[config.mk]
export PLATFORM = sky130hd
export DESIGN_NAME = somador_serial_ctrl_flat
export DESIGN_NICKNAME = d
export VERILOG_FILES = /design/src/rtl/somador_pkg.sv /design/src/rtl/somador_serial_ctrl_if.sv /design/src/rtl/somador_serial_ctrl_full_adder_cell.sv /design/src/rtl/somador_serial_ctrl.sv /design/src/flat_wrapper.sv
export SDC_FILE = /design/constraint.sdc
export NUM_CORES = 1
export LEC_CHECK = 0
export CAP_MARGIN = 20
export CORE_UTILIZATION = 53
export CTS_BUF_LIST = sky130_fd_sc_hd__clkbuf_8 sky130_fd_sc_hd__clkbuf_16
export DETAILED_ROUTE_END_ITERATION = 10
export PLACE_DENSITY = 0.81
export REMOVE_ABC_BUFFERS = 1
export SKIP_CTS_REPAIR_TIMING = 1
export SYNTH_ARGS = -nofsm -noshare
export SYNTH_HDL_FRONTEND = slang
export SYNTH_SLANG_ARGS = --single-unit
[constraint.sdc]
create_clock -name clk -period 2.8 [get_ports clk]
set_input_delay 0.56 -clock clk [delete_from_list [all_inputs] [get_ports clk]]
set_output_delay 0.56 -clock clk [all_outputs]
set_load 0.02 [all_outputs]
[src/rtl/somador_pkg.sv]
// Shared types and defaults for the bit-serial adder controller.
package somador_pkg;

    localparam int WIDTH_DEFAULT = 4;

    typedef enum logic [1:0] {
        IDLE = 2'd0,
        ADD  = 2'd1,
        DONE = 2'd2
    } state_t;

    typedef logic req_id_t;

endpackage

[src/rtl/somador_serial_ctrl_if.sv]
// Request/acknowledge bundle between two requesters and the serial adder.
interface somador_serial_ctrl_if
    import somador_pkg::*;
#(
    parameter int WIDTH = WIDTH_DEFAULT
);
    logic             req0;
    logic             req1;
    logic [WIDTH-1:0] a0;
    logic [WIDTH-1:0] b0;
    logic [WIDTH-1:0] a1;
    logic [WIDTH-1:0] b1;
    logic             ack0;
    logic             ack1;
    logic [WIDTH-1:0] sum;
    logic             cout;
    req_id_t          gnt_id;
    logic             busy;

    modport master (
        output req0, req1, a0, b0, a1, b1,
        input  ack0, ack1, sum, cout, gnt_id, busy
    );

    modport slave (
        input  req0, req1, a0, b0, a1, b1,
        output ack0, ack1, sum, cout, gnt_id, busy
    );
endinterface

[src/rtl/somador_serial_ctrl_full_adder_cell.sv]
// One-bit full adder; the only arithmetic cell in the serial adder.
module full_adder_cell (
    input  logic a,
    input  logic b,
    input  logic ci,
    output logic s,
    output logic co
);
    assign s  = a ^ b ^ ci;
    assign co = (a & b) | (a & ci) | (b & ci);
endmodule

[src/rtl/somador_serial_ctrl.sv]
// Round-robin controller sharing one full-adder cell between two requesters,
// adding the granted operand pair LSB-first, one bit per clock.
module somador_serial_ctrl
    import somador_pkg::*;
#(
    parameter int WIDTH = WIDTH_DEFAULT
) (
    input logic                 clk,
    input logic                 rst,
    somador_serial_ctrl_if.slave bus
);
    localparam int             CW       = (WIDTH > 1) ? $clog2(WIDTH) : 1;
    localparam logic [CW-1:0]  CNT_LAST = CW'(WIDTH - 1);

    state_t           state_r;
    req_id_t          rr_r;
    logic [WIDTH-1:0] a_sr_r;
    logic [WIDTH-1:0] b_sr_r;
    logic [WIDTH-1:0] sum_sr_r;
    logic             carry_r;
    logic [CW-1:0]    cnt_r;
    logic [WIDTH-1:0] sum_r;
    logic             cout_r;
    logic             ack0_r;
    logic             ack1_r;
    req_id_t          gnt_id_r;
    logic             busy_r;

    logic             fa_sum_s;
    logic             fa_co_s;
    logic             grant_valid_s;
    req_id_t          grant_id_s;
    logic [WIDTH-1:0] sum_shift_s;

    full_adder_cell u_fa (
        .a  (a_sr_r[0]),
        .b  (b_sr_r[0]),
        .ci (carry_r),
        .s  (fa_sum_s),
        .co (fa_co_s)
    );

    // Arbitration: a lone request wins; on contention rr picks the one not served last.
    always_comb begin
        grant_valid_s = bus.req0 | bus.req1;
        if (bus.req0 && bus.req1) begin
            grant_id_s = rr_r;
        end else if (bus.req1) begin
            grant_id_s = 1'b1;
        end else begin
            grant_id_s = 1'b0;
        end
    end

    // New sum bit enters at the MSB so bit i settles in position i after WIDTH shifts.
    always_comb begin
        sum_shift_s            = sum_sr_r >> 1;
        sum_shift_s[WIDTH-1]   = fa_sum_s;
    end

    // Controller FSM with datapath registers and registered outputs.
    always_ff @(posedge clk or posedge rst) begin
        if (rst) begin
            state_r  <= IDLE;
            rr_r     <= 1'b0;
            a_sr_r   <= '0;
            b_sr_r   <= '0;
            sum_sr_r <= '0;
            carry_r  <= 1'b0;
            cnt_r    <= '0;
            sum_r    <= '0;
            cout_r   <= 1'b0;
            ack0_r   <= 1'b0;
            ack1_r   <= 1'b0;
            gnt_id_r <= 1'b0;
            busy_r   <= 1'b0;
        end else begin
            ack0_r <= 1'b0;
            ack1_r <= 1'b0;
            case (state_r)
                IDLE: begin
                    if (grant_valid_s) begin
                        a_sr_r   <= grant_id_s ? bus.a1 : bus.a0;
                        b_sr_r   <= grant_id_s ? bus.b1 : bus.b0;
                        sum_sr_r <= '0;
                        carry_r  <= 1'b0;
                        cnt_r    <= '0;
                        gnt_id_r <= grant_id_s;
                        busy_r   <= 1'b1;
                        state_r  <= ADD;
                    end
                end
                ADD: begin
                    sum_sr_r <= sum_shift_s;
                    carry_r  <= fa_co_s;
                    a_sr_r   <= a_sr_r >> 1;
                    b_sr_r   <= b_sr_r >> 1;
                    cnt_r    <= cnt_r + CW'(1);
                    if (cnt_r == CNT_LAST) begin
                        state_r <= DONE;
                    end
                end
                DONE: begin
                    sum_r   <= sum_sr_r;
                    cout_r  <= carry_r;
                    ack0_r  <= (gnt_id_r == 1'b0);
                    ack1_r  <= (gnt_id_r == 1'b1);
                    rr_r    <= ~gnt_id_r;
                    busy_r  <= 1'b0;
                    state_r <= IDLE;
                end
                default: begin
                    busy_r  <= 1'b0;
                    state_r <= IDLE;
                end
            endcase
        end
    end

    assign bus.sum    = sum_r;
    assign bus.cout   = cout_r;
    assign bus.ack0   = ack0_r;
    assign bus.ack1   = ack1_r;
    assign bus.gnt_id = gnt_id_r;
    assign bus.busy   = busy_r;

endmodule
[src/flat_wrapper.sv]
// flat-port wrapper written by rule: the top's interface ports become plain ports
module somador_serial_ctrl_flat import somador_pkg::*;
#(
    parameter int WIDTH = WIDTH_DEFAULT
)
  (clk, rst, bus_req0, bus_req1, bus_a0, bus_b0, bus_a1, bus_b1, bus_ack0, bus_ack1, bus_sum, bus_cout, bus_gnt_id, bus_busy);
  somador_serial_ctrl_if #(.WIDTH(WIDTH)) bus_i ();
  input logic clk;
  input logic rst;
  input wire logic [$bits(bus_i.req0)-1:0] bus_req0;
  input wire logic [$bits(bus_i.req1)-1:0] bus_req1;
  input wire logic [$bits(bus_i.a0)-1:0] bus_a0;
  input wire logic [$bits(bus_i.b0)-1:0] bus_b0;
  input wire logic [$bits(bus_i.a1)-1:0] bus_a1;
  input wire logic [$bits(bus_i.b1)-1:0] bus_b1;
  output wire logic [$bits(bus_i.ack0)-1:0] bus_ack0;
  output wire logic [$bits(bus_i.ack1)-1:0] bus_ack1;
  output wire logic [$bits(bus_i.sum)-1:0] bus_sum;
  output wire logic [$bits(bus_i.cout)-1:0] bus_cout;
  output wire logic [$bits(bus_i.gnt_id)-1:0] bus_gnt_id;
  output wire logic [$bits(bus_i.busy)-1:0] bus_busy;
  assign bus_i.req0 = bus_req0;
  assign bus_i.req1 = bus_req1;
  assign bus_i.a0 = bus_a0;
  assign bus_i.b0 = bus_b0;
  assign bus_i.a1 = bus_a1;
  assign bus_i.b1 = bus_b1;
  assign bus_ack0 = bus_i.ack0;
  assign bus_ack1 = bus_i.ack1;
  assign bus_sum = bus_i.sum;
  assign bus_cout = bus_i.cout;
  assign bus_gnt_id = bus_i.gnt_id;
  assign bus_busy = bus_i.busy;
  somador_serial_ctrl #(.WIDTH(WIDTH)) u_core (.clk(clk), .rst(rst), .bus(bus_i));
endmodule
==> metrics.txt <==
post-DP HPWL 1.67 mm; number of synthesized register bits 27; Seq/Total Area, Yosys 52.0%; CTS H-tree depth 1; first-pass GRT wire length 3.95 mm; Peak VDD IR 0.609 mV; Slew headroom 39.1%; Mean Syn Cell Area 11.9 sq um; Critical Path Stages 5; initial antenna violation count 0; internal power 0.997 mW; number of port buffers 28; drt initial violations 9; gr busiest metal met2; initial core utilization 57.7%; CTS Root Buffer Type clkbuf_8; commonest non-fill, non-tap cell in the layout clkdlybuf4s50_1; reg2reg path depth 3; sw frac 40.2%; vias in the first global route 914; Setup CP Type in -> reg; status finished clean; total track usage 20.6%; GR Util met1 25.7%; final setup vio count 0; # IOs 29; Max-cap violations 0; Setup TNS Final 0 ns; met3 usage 3.51%; unrepaired setup endpoints after global routing no; Worst-path clk slew 0.09 ns; routed vias 915; Fmax achieved 532 MHz; Final Hold Vio Count 0; DRT antenna net count 0; clk buf depth 2; n_diodes 0; CP Cell Sequence clkdlybuf4s50_1 -> inv_1 -> o21ai_2 -> mux2i_1 -> o221ai_2; Worst path top cell family by delay compound AO/OA/AOI/OAI gates; worst clock skew 0.00897 ns; Distinct cells, synth 22; leak pwr 0.753 nW; die footprint 0.00265 sq mm; area of the core 0.00225 sq mm; WP data required 2.93 ns; global route overflow 0; CTS sink cnt 27; clock buffer count from CTS 3; post-place setup slack 0.646 ns; Mapped Cells 109; vias per std cell 5.58; combinational cell fraction of total power 45.7%; met2 GRT Util 35.5%; drt drc 0; share of post-route cells with drive strength above 1 22.1%; Routed WL per cell 14.1 um; Area Growth Syn to Fin 23.8%; Clock Power Share 12.8%; pwr dens 1040 mW/mm^2; Worst Hold Class reg -> reg; final net count 159; worst skew pair latency 0.27 ns; Placer Congestion 0.760; CP startpoint kind primary input; TritonRoute pass-1 iters 4; sw power 0.669 mW; Yosys warnings 0; final worst path period share 67.1%; Seq pwr share 41.6%; worst-margin pin slew 0.913 ns; die height 51.5 um; Final Slew Violations 0; crit path max-delay cell type clkdlybuf4s50_1; Synth Cell Area 0.00130 sq mm; final critical-path required period 1.88 ns; CTS tree done; Crit. End Element flip-flop; Std-Cell Rows 17; Die Wd 51.5 um; final wirelength 2.32 mm; CP arrival 2.01 ns; worst-path maximum fanout 9; pin count of the biggest net entering global routing 28; Hold Crit Depth 2; PnR worst setup slack 0.921 ns; commonest non-fill, non-tap cells in the layout 28 x clkdlybuf4s50_1, 27 x dfrtp_1, 18 x nand2_1; Buf/Inv on CP 2; CP peak stage delay 0.50 ns
-- final timing paths --
kind | from | endpoint | slack (ns)
worst max-delay path | bus_req0 | u_core.a_sr_r[0]$_DFFE_PP0P_ | 0.92
worst min-delay path | u_core.b_sr_r[1]$_DFFE_PP0P_ | u_core.b_sr_r[0]$_DFFE_PP0P_ | 0.49
worst max register to register | u_core.state_r[1]$_DFFE_PP0P_ | u_core.b_sr_r[1]$_DFFE_PP0P_ | 1.23
worst min register to register | u_core.b_sr_r[1]$_DFFE_PP0P_ | u_core.b_sr_r[0]$_DFFE_PP0P_ | 0.49
max in group asynchronous | rst | u_core.bus.gnt_id$_DFFE_PP0P_ | 1.90
min in group asynchronous | rst | u_core.a_sr_r[2]$_DFFE_PP0P_ | 0.64
-- through the flow --
stage	cell area, sq um	std cells	power, mW	hold slack [ns]	utilization [%]
3_3_place_gp	1560	160	1.42	0.464	69.4
5_1_grt	1610	164	1.77	0.516	71.4
4_1_cts	1610	164	1.69	0.497	71.4
3_5_place_dp	1560	160	1.47	0.474	69.4
2_1_floorplan	1230	102	1.19	0.457	-
6_report	1610	164	1.67	0.495	71.4
-- kinds of logic after synthesis --
family	synth area share, %
AO/OA/AOI/OAI	11.3
multiplexers	10.5
AND/OR/NAND/NOR	17.2
buffers and inverters	6.54
adder cells (fa/ha/maj)	2.50
flip-flops	52.0
-- synthesized netlist by cell type --
cell type	instances	area, sq um
a21o_1	1	7.51
and2_1	1	6.26
buf_2	2	10.0
buf_6	5	56.3
dfrtp_1	27	676
fa_1	1	20.0
ha_1	1	12.5
inv_1	5	18.8
mux2_2	5	56.3
mux2i_1	8	80.1
nand2_1	18	67.6
nand2b_1	2	12.5
nand3_1	6	30.0
nand3_2	9	90.1
nor2_1	3	11.3
nor2b_1	1	6.26
o211ai_2	5	62.6
o21ai_0	1	5.00
o21ai_1	1	5.00
o21ai_2	5	43.8
o221ai_2	1	15.0
o31ai_1	1	7.51
-- cell type report --
type	instances	area, sq um
tap	28	35.0
fill	180	646
sequential	27	676
timing repair buffer	30	295
inverter	5	18.8
multi-input combinational	70	539
clock buffer	3	41.3
clock inverter	1	3.75
-- flip-flops by register name, indices dropped and copies added (netlist names) --
name and flops:
u_core.bus.ack0 1, u_core.bus.cout 1, u_core.state_r 2, u_core.bus.sum 4, u_core.b_sr_r 4, u_core.sum_sr_r 4, u_core.carry_r 1, u_core.cnt_r 2
u_core.rr_r 1, u_core.bus.gnt_id 1, u_core.bus.busy 1, u_core.bus.ack1 1, u_core.a_sr_r 4
-- routing by layer --
layer | vias to the layer above | routed length, um
met5 | - | 0
met4 | 0 | 14
met2 | 22 | 1220
met3 | 2 | 80
met1 | 468 | 1010
li1 | 423 | -
-- power groups by stage --
| stage | clock (mW) | sequential (mW) | combinational (mW) |
|---|---|---|---|
| after global routing | 0.230 | 0.713 | 0.831 |
| final | 0.213 | 0.692 | 0.761 |
| after CTS | 0.220 | 0.693 | 0.774 |
| after global placement | 0 | 0.683 | 0.736 |
| after floorplan | 0 | 0.733 | 0.458 |
| after detailed placement | 0 | 0.701 | 0.769 |
-- tightest hold or removal path, stage by stage (launching register included) --
cell      delay [ns]
dfrtp_1         0.35
nand2_1         0.06
o211ai_2        0.05
Note: power is estimated with default switching activity, not from simulation.
